==> config.mk <==
export PLATFORM = sky130hd
export DESIGN_NAME = ifu_fetch
export DESIGN_NICKNAME = d
export VERILOG_FILES = /design/src/rtl/ifu_fetch.sv
export SDC_FILE = /design/constraint.sdc
export NUM_CORES = 1
export LEC_CHECK = 0
export ABC_AREA = 1
export BUFFER_PORTS_ARGS = -buffer_cell sky130_fd_sc_hd__buf_2
export CORE_ASPECT_RATIO = 1.2
export CORE_MARGIN = 10
export CORE_UTILIZATION = 25
export CTS_CLUSTER_SIZE = 10
export DETAILED_ROUTE_END_ITERATION = 8
export GPL_TIMING_DRIVEN = 1
export MAX_ROUTING_LAYER = met4
export PLACE_DENSITY_LB_ADDON = 0.25
export SKIP_CTS_REPAIR_TIMING = 1
export SLEW_MARGIN = 20
export SYNTH_ARGS = -nofsm -noshare
export SYNTH_HDL_FRONTEND = slang
export SYNTH_SLANG_ARGS = --single-unit
==> constraint.sdc <==
create_clock -name clk -period 5.5 [get_ports clk]
set_input_delay 0.275 -clock clk [delete_from_list [all_inputs] [get_ports clk]]
set_output_delay 0.275 -clock clk [all_outputs]
set_load 0.02 [all_outputs]
==> src/rtl/ifu_fetch.sv <==
// ifu_fetch: single-outstanding instruction fetch unit with PC ownership, valid/ready core handoff and sticky fault
module ifu_fetch #(
  parameter logic [31:0] RESET_PC = 32'h80000000,
  parameter int unsigned TIMEOUT = 255
) (
  input  logic        clk,
  input  logic        reset,
  output logic        imem_req_valid,
  output logic [31:0] imem_req_addr,
  input  logic        imem_req_ready,
  input  logic        imem_resp_valid,
  input  logic [31:0] imem_resp_data,
  output logic        inst_valid,
  output logic [31:0] inst,
  output logic [31:0] inst_pc,
  input  logic        inst_ready,
  input  logic        commit_valid,
  input  logic [31:0] next_pc,
  output logic [31:0] pc,
  output logic        fetch_fault,
  output logic [31:0] retired_cnt
);
  typedef enum logic [2:0] {REQ, WAIT, VALID, EXEC, FAULT} state_t;
  state_t state;
  logic [31:0] wd;
  assign imem_req_valid = state == REQ;
  assign imem_req_addr = pc;
  assign inst_valid = state == VALID;
  assign fetch_fault = state == FAULT;
  always_ff @(posedge clk)
    if (reset) begin
      state <= REQ;
      pc <= RESET_PC;
      inst <= '0;
      inst_pc <= '0;
      retired_cnt <= '0;
      wd <= '0;
    end else
      case (state)
        REQ: if (imem_req_ready) begin
          state <= WAIT;
          wd <= '0;
        end
        WAIT: if (imem_resp_valid) begin
          inst <= imem_resp_data;
          inst_pc <= pc;
          state <= VALID;
        end else begin
          wd <= wd + 32'd1;
          if (TIMEOUT != 0 && wd + 32'd1 == 32'(TIMEOUT)) state <= FAULT;
        end
        VALID: if (inst_ready) state <= EXEC;
        EXEC: if (commit_valid) begin
          pc <= next_pc;
          retired_cnt <= retired_cnt + 32'd1;
          state <= next_pc[1:0] == 2'b00 ? REQ : FAULT;
        end
        default: state <= FAULT;
      endcase
endmodule

* Yosys cells after proc, flatten, opt, wreduce, memory -nomap -nowiden
Index checks and enable logic that the tools add are counted.
** Storage, ports and cells
- Word-level logic and storage cells :: 35
- Input bits :: 70
- Output and inout port bits :: 163
- Bits in registers :: 163
** Operators by class
- Muxes and demuxes :: 10
- $add $sub $neg :: 2
- Reduce and logical (&&, ||, !) cells :: 7
- Equal/unequal tests :: 10
** Operator list (count)
- $add A32 B1 Y32 const B :: 2
- $mux W32 :: 2
- $pmux W32 S2 :: 1
- $eq A32 B8 Y1 const B :: 1
- $mux W3 :: 6
- $pmux W3 S4 :: 1
- $eq A3 B2 Y1 const B :: 2
- $ne A2 B1 Y1 const B :: 2
- $ne A2 B2 Y1 const B :: 2
- $reduce_and A2 Y1 :: 2
- $reduce_and A4 Y1 :: 1
- $eq A3 B1 Y1 const B :: 1
- $eq A3 B3 Y1 const B :: 1
- $logic_not A3 Y1 :: 1
- $ne A3 B3 Y1 const B :: 1
- $reduce_and A3 Y1 :: 1
- $logic_not A2 Y1 :: 1
- $reduce_bool A2 Y1 :: 1

* Logic depth before layout (Yosys ltp)
Gate-level depths: netlist of the first run.
- Word-level depth :: 5
- Depth in mapped cells :: 16
- Mapped depth without buffers :: 16

* Worst setup path after synthesis of the first run
Ideal clock, no wire load.
- Path type :: register to register
- From :: register wd[1]
- To :: register state[1]
- Cell stages (with the launch flop) :: 17
- Slack :: 3.626 ns
- Library setup time :: 0.112 ns
- Buffers on the path :: 0
- Required time :: 5.388 ns
- Clock period less this slack :: 1.874 ns
- Arrival time :: 1.762 ns
- Cells stage by stage :: dfxtp_1 > ha_1 > nand2_1 > nor2_4 > nand2_2 > nor2_4 > nand2_1 > nand2_1 > nand2_1 > nor2_1 > nand2_1 > nor2_1 > nand3_1 > nand2_2 > nand2_2 > nor2_2 > nor2_1
** On the way
- Cells in the longest elaborated chain, start to end :: 4
** RTL lines
- start: declaration :: line 25 : logic [31:0] wd;
- start signal: assignment :: line 49 : wd <= wd + 32'd1;
- $add A32 B1 Y32 :: line 50 : if (TIMEOUT != 0 && wd + 32'd1 == 32'(TIMEOUT)) state <= FAULT;
- $eq A32 B8 Y1 :: line 50
- $ne A3 B3 Y1 (no source line)
- $reduce_and A4 Y1 (no source line)
- end signal: assignment :: line 56 : state <= next_pc[1:0] == 2'b00 ? REQ : FAULT;
- end: declaration :: line 24 : state_t state;
Every way passes these cells.
A chain may end at the register's enable or synchronous reset.

* Worst setup path in the final report of the first run
- From :: register state[2]
- To :: register state[1]
** On the way
- Cells in the longest elaborated chain, start to end :: 3
- Elaborated cells on any way between the ends :: 10
- Classes of those cells :: eq/ne: 7; mux: 1; reduce/logical: 2
** RTL lines
- $eq A3 B1 Y1 (tied with other cells) :: line 39 : case (state)
- $ne A3 B3 Y1 (no source line) (tied with other cells)
- $reduce_and A4 Y1 (no source line)
Parallel ways exist; a longest one is shown, timed or not.

==> impl_metrics.csv, run 1 <==
group,metric,value,unit
die,num_io_pins,233,
die,die-area,0.03766,mm2
drt,drc,0,
drt,dr.first_iter.drc_count,331,
global_routing,antenna_found_initial,3,
sta,setup_viol,0,
setup_path,crit_chain,"nor2_1 -> inv_1 -> nor2_4 -> buf_4 -> nand2_1 -> inv_1 -> nand2_2 -> nand2_2 -> nor2_2 -> nor2_1",
sta,finalSetupTns,0,ns
sta,grt_setup_unrepaired,"false",
setup_path,cp.arrival,3.11,ns
drt,met1_length,11500,um
yosys,synth_fp_nets,1165,
finish,drive_gt1_share,23.49,%
placed_design,pre_cts_ws,2.719,ns
setup_path,cp_slowest_cell,"inv_1",
die,rows,69,
sta,fmax,364.3,MHz
drt,dr.pass1.iters,4,
placed_design,place.detailed.hpwl,18610,um
setup_path,crit_path_end_kind,"register",
drt,wl_met2,12690,um
global_routing,grt_use_total,13.71,%
clocking,insertion_delay,0.43,ns
finish,multi_input_area,0.003596,mm2
yosys,syn_inst,1092,
drt,ant_nets,0,
global_routing,first_global_vias,7321,
min_path,min_delay_path_depth,3,
placed_design,dp_cells,1636,
clocking,root_buffer,"clkbuf_16",
clocking,cts.sinks,163,
drt,viasPerCell,4.474,
drt,wl_per_cell,15.42,um
clocking,cts_made_buffers,17,
drt,met3_length,1310,um
die,die_y,210.6,um
finish,layout_commonest_cell,"nand2_1",
sta,hold_ws,0.04909,ns
global_routing,grt_max_degree,67,
drt,routed-via-count,7471,
placed_design,port_buffers,232,
sta,finalHoldViolations,0,
drt,wirelength,25750,um
sta,maxSlewViolCount,0,
sta,fin_crit_sh,49.90,%
sta,fin_worst_skew,0.01045,ns
yosys,syn_avg_cell_area,6.931,um2
setup_path,cp-start-kind,"register",
finish,seqCellArea,0.003263,mm2
yosys,yosys_warnings,0,
finish,syn_to_final_growth,25.14,%
clocking,cts_buffer_depth,2,
yosys,yosys_register_bits,163,
sta,final.setup.worst_slack,2.755,ns
yosys,syn_area,0.007569,mm2
setup_path,slowest_delay,0.79,ns
die,dieWidth,178.8,um
die,coreArea,0.02978,mm2
pwr,power_density,357.4,mW/mm2
yosys,synthArstFlopShare,0,%
clocking,htree_levels,4,
clocking,cts_tree,"yes",
finish,fillers,3305,
sta,fin_crit,2.745,ns
global_routing,grt_pass1_wl,40030,um
status,status,"finished, final reports clean",
yosys,synth_flop_cell,"dfxtp_1",
yosys,synth_enable_flop_cells,0,
pwr,vdd_drop_max,0.1671,mV
pwr,leakagePower,4.051,nW
drt,maxUsedRoutingLayer,"met4",
die,initial_utilization,25.41,%
setup_path,critical_path.max_fanout,66,
setup_path,timing_worst_setup_path_type,"register to register",
finish,instances_no_fill,1670,
sta,tightest_slew,1.015,ns
sta,max_slew_margin,32.28,%
job,maxCapViolCount,0,
clocking,clkTransAtPathRegs,0.07,ns
finish,nets,1338,
yosys,ys_seq_area_share,43.11,%
setup_path,rr_worst_depth,10,
global_routing,grt.overflow.total,0,
min_path,hp-class,"primary input to register",
setup_path,required,5.86,ns
yosys,yosys.cell_types.count,35,
placed_design,globalplace.congestion,0.8582,
finish,layout_common_cells,"nand2_1 (272), buf_2 (231), dfxtp_1 (163)",
finish,postLayoutCoreUtil,31.80,%
## stage by stage
step,instance area (um2),power [mW]
2_1_floorplan,7569,1.867
3_3_place_gp,8830,2.125
3_5_place_dp,8830,2.123
4_1_cts,9464,3.447
5_1_grt,9472,3.556
6_report,9472,3.385
## power by group
group	switching [mW]	total (mW)	internal, mW
clock network	0.517	1.31	0.789
registers	0.0652	1.33	1.26
logic	0.557	0.750	0.193
total	1.14	3.39	2.25
## worst max-delay path, delay by kind of cell (launching register included)
kind / cells / cell delay [ns]
flip-flops: 1 / 0.34
buffers and inverters: 3 / 1.47
AND/OR/NAND/NOR: 7 / 0.85
## synthesized netlist by cell type (all sizes together) (2+ instances only)
| master | n | area share (%) |
|---|---|---|
| buf | 41 | 3.8 |
| dfxtp | 163 | 43 |
| or2 | 2 | 0.17 |
| a31oi | 2 | 0.17 |
| a211oi | 2 | 0.20 |
| nand3 | 102 | 6.7 |
| inv | 71 | 3.5 |
| o21ai | 49 | 3.2 |
| nand3b | 11 | 1.1 |
| xor2 | 8 | 0.93 |
| clkbuf | 44 | 2.2 |
| nand2 | 278 | 14 |
| nor3 | 20 | 1.7 |
| xnor2 | 5 | 0.58 |
| ha | 3 | 0.50 |
| a21oi | 114 | 7.5 |
| nor3b | 2 | 0.20 |
| nor4 | 3 | 0.25 |
| nor2 | 157 | 8.7 |
| nand4 | 9 | 0.74 |
| o21a | 3 | 0.30 |
## sequential cells by signal, summed over array words and instances, names as in the netlist
signal and flops:
imem_req_addr 32, inst 32, retired_cnt 32, inst_pc 32
wd 32, state 3
## logic make-up after synthesis
logic type | synth area share (%)
xor+xnor | 1.504
simple gates | 33.58
buf+inv | 9.506
compound gates | 11.80
fa+ha+maj | 0.4960
flops | 43.11
## per-layer routing
layer | global-route usage (%) | up-vias
met1 | 16.06 | 3419
met4 | 3.597 | 0
li1 | - | 3867
met2 | 22.59 | 166
met3 | 3.827 | 19
met5 | - | -
## final timing paths
check	from	endpoint	slack, ns
hold reg to reg	inst[16]	inst[16]	0.46
setup / recovery	state[2]	state[1]	2.76
setup reg to reg	state[2]	state[1]	2.76
hold / removal	next_pc[31]	imem_req_addr[31]	0.05
## area by class of cell
class                   instances  area share (%)
clock buffers                  21           4.861
flip-flops and latches        163           34.45
inverters                      71           2.814
well taps                     390           5.152
repair buffers                239           12.84
multi-input cells             773           37.97
clock inverters                10           1.836
diodes                          3         0.07926
Power figures use the tool's default switching activity.
==> run 2: changes to the inputs <==
Clock period 5.5 ns to 2.8 ns, I/O delays scaled along.
==> impl_metrics.csv, run 2 (synthesis results as in run 1) <==
group,metric,value,unit
clocking,insertion_delay,0.44,ns
clocking,cts_buffer_depth,2,
setup_path,cp.arrival,2.50,ns
sta,finalSetupTns,0,ns
die,num_io_pins,233,
clocking,clkTransAtPathRegs,0.07,ns
global_routing,grt_max_degree,67,
sta,fin_crit_sh,77.18,%
sta,grt_setup_unrepaired,"false",
sta,setup_viol,0,
sta,fmax,462.8,MHz
sta,tightest_slew,0.7883,ns
die,coreArea,0.02978,mm2
job,maxCapViolCount,0,
clocking,cts.sinks,163,
finish,syn_to_final_growth,32.50,%
finish,nets,1399,
placed_design,port_buffers,232,
pwr,power_density,644.9,mW/mm2
sta,finalHoldViolations,2,
pwr,leakagePower,4.286,nW
placed_design,globalplace.congestion,0.8523,
min_path,hp-class,"primary input to register",
clocking,cts_tree,"yes",
drt,viasPerCell,4.525,
global_routing,grt_pass1_wl,41260,um
die,die_y,210.6,um
drt,wirelength,26800,um
status,violations,"hold timing",
finish,drive_gt1_share,22.85,%
die,dieWidth,178.8,um
finish,layout_commonest_cell,"nand2_1",
setup_path,required,3.14,ns
global_routing,grt_use_total,14.03,%
global_routing,grt.overflow.total,0,
drt,dr.first_iter.drc_count,396,
setup_path,cp-start-kind,"register",
setup_path,critical_path.max_fanout,6,
drt,ant_nets,0,
status,status,"finished, violations left",
setup_path,crit_path_end_kind,"register",
drt,routed-via-count,7828,
sta,hold_ws,-0.01370,ns
setup_path,timing_worst_setup_path_type,"register to register",
sta,fin_worst_skew,0.01389,ns
clocking,cts_made_buffers,17,
drt,dr.pass1.iters,5,
sta,maxSlewViolCount,0,
die,initial_utilization,25.41,%
pwr,vdd_drop_max,0.3807,mV
sta,max_slew_margin,47.45,%
sta,fin_crit,2.161,ns
global_routing,antenna_found_initial,1,
global_routing,first_global_vias,7482,
finish,layout_common_cells,"nand2_1 (272), buf_2 (231), dfxtp_1 (163)",
die,die-area,0.03766,mm2
clocking,htree_levels,4,
die,rows,69,
drt,wl_per_cell,15.49,um
clocking,root_buffer,"clkbuf_16",
placed_design,place.detailed.hpwl,19020,um
finish,postLayoutCoreUtil,33.67,%
drt,drc,0,
-- run 2: final cells by class --
cell class | instances | area (um2)
multi-input cells | 773 | 3596
clock buffers | 17 | 425.4
well taps | 390 | 488.0
repair buffers | 300 | 1844
diodes | 1 | 2.502
fillers | 3225 | 19760
inverters | 71 | 266.5
clock inverters | 15 | 142.6
flip-flops and latches | 163 | 3263
-- run 2: worst max-delay path, stage by stage (launching register included) --
cell     delay, ns
dfxtp_1       0.40
ha_1          0.24
nand2_1       0.10
nor2_4        0.19
nand3_1       0.17
nor2_1        0.19
xnor2_1       0.16
nand3_1       0.12
nor2_2        0.11
nand3_1       0.09
nand2_2       0.10
nand2_2       0.08
nor2_2        0.08
nor2_1        0.04
-- run 2: layer usage --
layer	wire length (um)	up-vias	GRT usage, %
met5	0	-	-
met4	503	0	4.082
met3	1280	38	3.737
met2	13000	196	22.44
met1	12020	3605	16.96
li1	-	3989	-
-- run 2: per-stage QoR --
step / worst slack [ns] / power [mW] / instance area [um2] / hold WS (ns) / cells
after global placement: 0.6876 / 4.221 / 8877 / 0.3619 / 1639
final: 0.6390 / 6.467 / 10030 / -0.01370 / 1730
after floorplan: 0.9257 / 3.667 / 7569 / 0.2665 / 1092
after global routing: 0.3735 / 6.802 / 10030 / -0.009904 / 1730
after detailed placement: 0.6420 / 4.220 / 8877 / 0.3691 / 1639
after CTS: 0.6349 / 6.509 / 9445 / -0.09671 / 1671
-- run 2: report_power, final --
part | internal (mW) | total, mW | switching, mW
clock network | 1.17 | 2.27 | 1.09
registers | 2.48 | 2.61 | 0.128
logic | 0.461 | 1.59 | 1.13
total | 4.11 | 6.47 | 2.35
-- run 2: final timing paths --
kind,cells after the start,slack (ns),startpoint,to
hold reg to reg,2,0.46,inst_pc[18],inst_pc[18]
setup reg to reg,13,0.64,wd[1],state[1]
hold / removal,3,-0.01,imem_resp_data[20],inst[20]
setup / recovery,13,0.64,wd[1],state[1]
==> run 3: changes to the inputs <==
Clock period 2.8 ns to 1.7 ns, I/O delays scaled along.
==> impl_metrics.csv, run 3 (synthesis results as in run 1) <==
group,metric,value,unit
die,die_y,210.6,um
die,die-area,0.03766,mm2
finish,instances_no_fill,1885,
finish,fin_area,0.01156,mm2
sta,grt_setup_unrepaired,"true",
drt,dr.pass1.iters,4,
drt,dr.first_iter.drc_count,416,
setup_path,slowest_delay,0.37,ns
pwr,vdd_drop_max,0.6678,mV
finish,layout_commonest_cell,"nand2_1",
drt,wl_per_cell,14.74,um
die,num_io_pins,233,
drt,routed-via-count,8337,
clocking,clkTransAtPathRegs,0.07,ns
global_routing,antenna_found_initial,1,
setup_path,timing_worst_setup_path_type,"register to register",
placed_design,dp_cells,1780,
sta,fin_crit_sh,120.5,%
global_routing,grt_use_total,14.52,%
placed_design,port_buffers,232,
setup_path,worstReg2RegStart,"wd[1]",
drt,viasPerCell,4.423,
setup_path,cp.arrival,2.38,ns
status,violations,"setup timing",
drt,ant_nets,0,
sta,finalSetupTns,-1.576,ns
finish,layout_common_cells,"nand2_1 (266), buf_2 (231), dfxtp_1 (152)",
job,maxCapViolCount,0,
setup_path,cp_top_family,"simple AND/OR/NAND/NOR gates",
clocking,cts.sinks,163,
finish,nets,1554,
setup_path,critical_path.max_fanout,5,
sta,fin_crit,2.048,ns
placed_design,placed_area,0.01004,mm2
clocking,insertion_delay,0.43,ns
die,dieWidth,178.8,um
global_routing,grt.overflow.total,0,
sta,final.setup.worst_slack,-0.3483,ns
status,status,"finished, violations left",
global_routing,grt_max_degree,65,
placed_design,place.detailed.hpwl,19970,um
clocking,cts_tree,"yes",
finish,syn_to_final_growth,52.70,%
clocking,root_buffer,"clkbuf_16",
min_path,min-delay-start,"reset",
global_routing,grt_pass1_wl,42580,um
clocking,htree_levels,4,
sta,tightest_slew,0.4389,ns
setup_path,crit_chain,"ha_4 -> nand2_4 -> nor2_4 -> nand2_4 -> nor2_4 -> nand2_2 -> nand2_1 -> nand2_1 -> nor2_2 -> nand2_1 -> nor2_1 -> nand3_1 -> nand2_2 -> nand2_2 -> nor2_2 -> nor2_1",
sta,max_slew_margin,70.43,%
sta,maxSlewViolCount,0,
drt,wirelength,27780,um
setup_path,cp-start-kind,"register",
setup_path,crit_buf_inv,0,
placed_design,globalplace.congestion,0.8613,
finish,drive_gt1_share,34.07,%
die,initial_utilization,25.41,%
sta,fmax,488.2,MHz
global_routing,first_global_vias,7857,
setup_path,cp_slowest_cell,"dfxtp_4",
die,rows,69,
min_path,hp-class,"primary input to register",
sta,fin_worst_skew,0.01207,ns
clocking,cts_buffer_depth,2,
setup_path,crit_path_end_kind,"register",
sta,setup_viol,11,
drt,drc,0,
sta,finalHoldViolations,0,
setup_path,required,2.03,ns
die,coreArea,0.02978,mm2
clocking,cts_made_buffers,17,
pwr,power_density,986.9,mW/mm2
pwr,leakagePower,5.192,nW
setup_path,critPathLaunch,"wd[1]",
[run 3: where the power goes]
group / switching, mW / internal, mW / total (mW) / leakage, nW
Clock: 1.76 / 2.15 / 3.91 / 0.279
Sequential: 0.210 / 4.09 / 4.30 / 1.32
Combinational: 2.04 / 1.15 / 3.19 / 3.59
Total: 4.01 / 7.39 / 11.4 / 5.19
[run 3: stage by stage]
stage               total power [mW]  setup slack [ns]  util [%]  hold WS [ns]
detailed placement             7.418           -0.4103     33.72        0.3029
global route                   11.97           -0.5242     38.80       0.02227
floorplan                      6.050          -0.08338         -        0.2115
CTS                            11.39           -0.4277     35.70       -0.1550
global placement               7.408           -0.4229     33.72        0.3024
finish                         11.41           -0.3483     38.80      0.005101
[run 3: final timing paths]
| kind | to | slack, ns | depth (start not counted) |
|---|---|---|---|
| hold reg to reg | inst_pc[31] | 0.46 | 2 |
| hold / removal | wd[24] | 0.005 | 2 |
| setup reg to reg | state[1] | -0.35 | 16 |
| setup / recovery | state[1] | -0.35 | 16 |
[run 3: routing by layer]
metal  track usage (%)  vias up  wire length (um)
met1             17.37     3849             12180
met3             3.201       21              1148
met4             3.939        0               320
li1                  -     4291                 -
met5                 -        -                 0
met2             24.05      176             14130
[run 3: cell type report]
cell class,count,area [um2]
Timing Repair Buffer,455,3102
Tap cell,390,488.0
Sequential cell,163,3279
Antenna cell,1,2.502
Clock buffer,18,450.4
Fill cell,3119,18230
Multi-Input combinational cell,773,3826
Inverter,71,269.0
Clock inverter,14,140.1
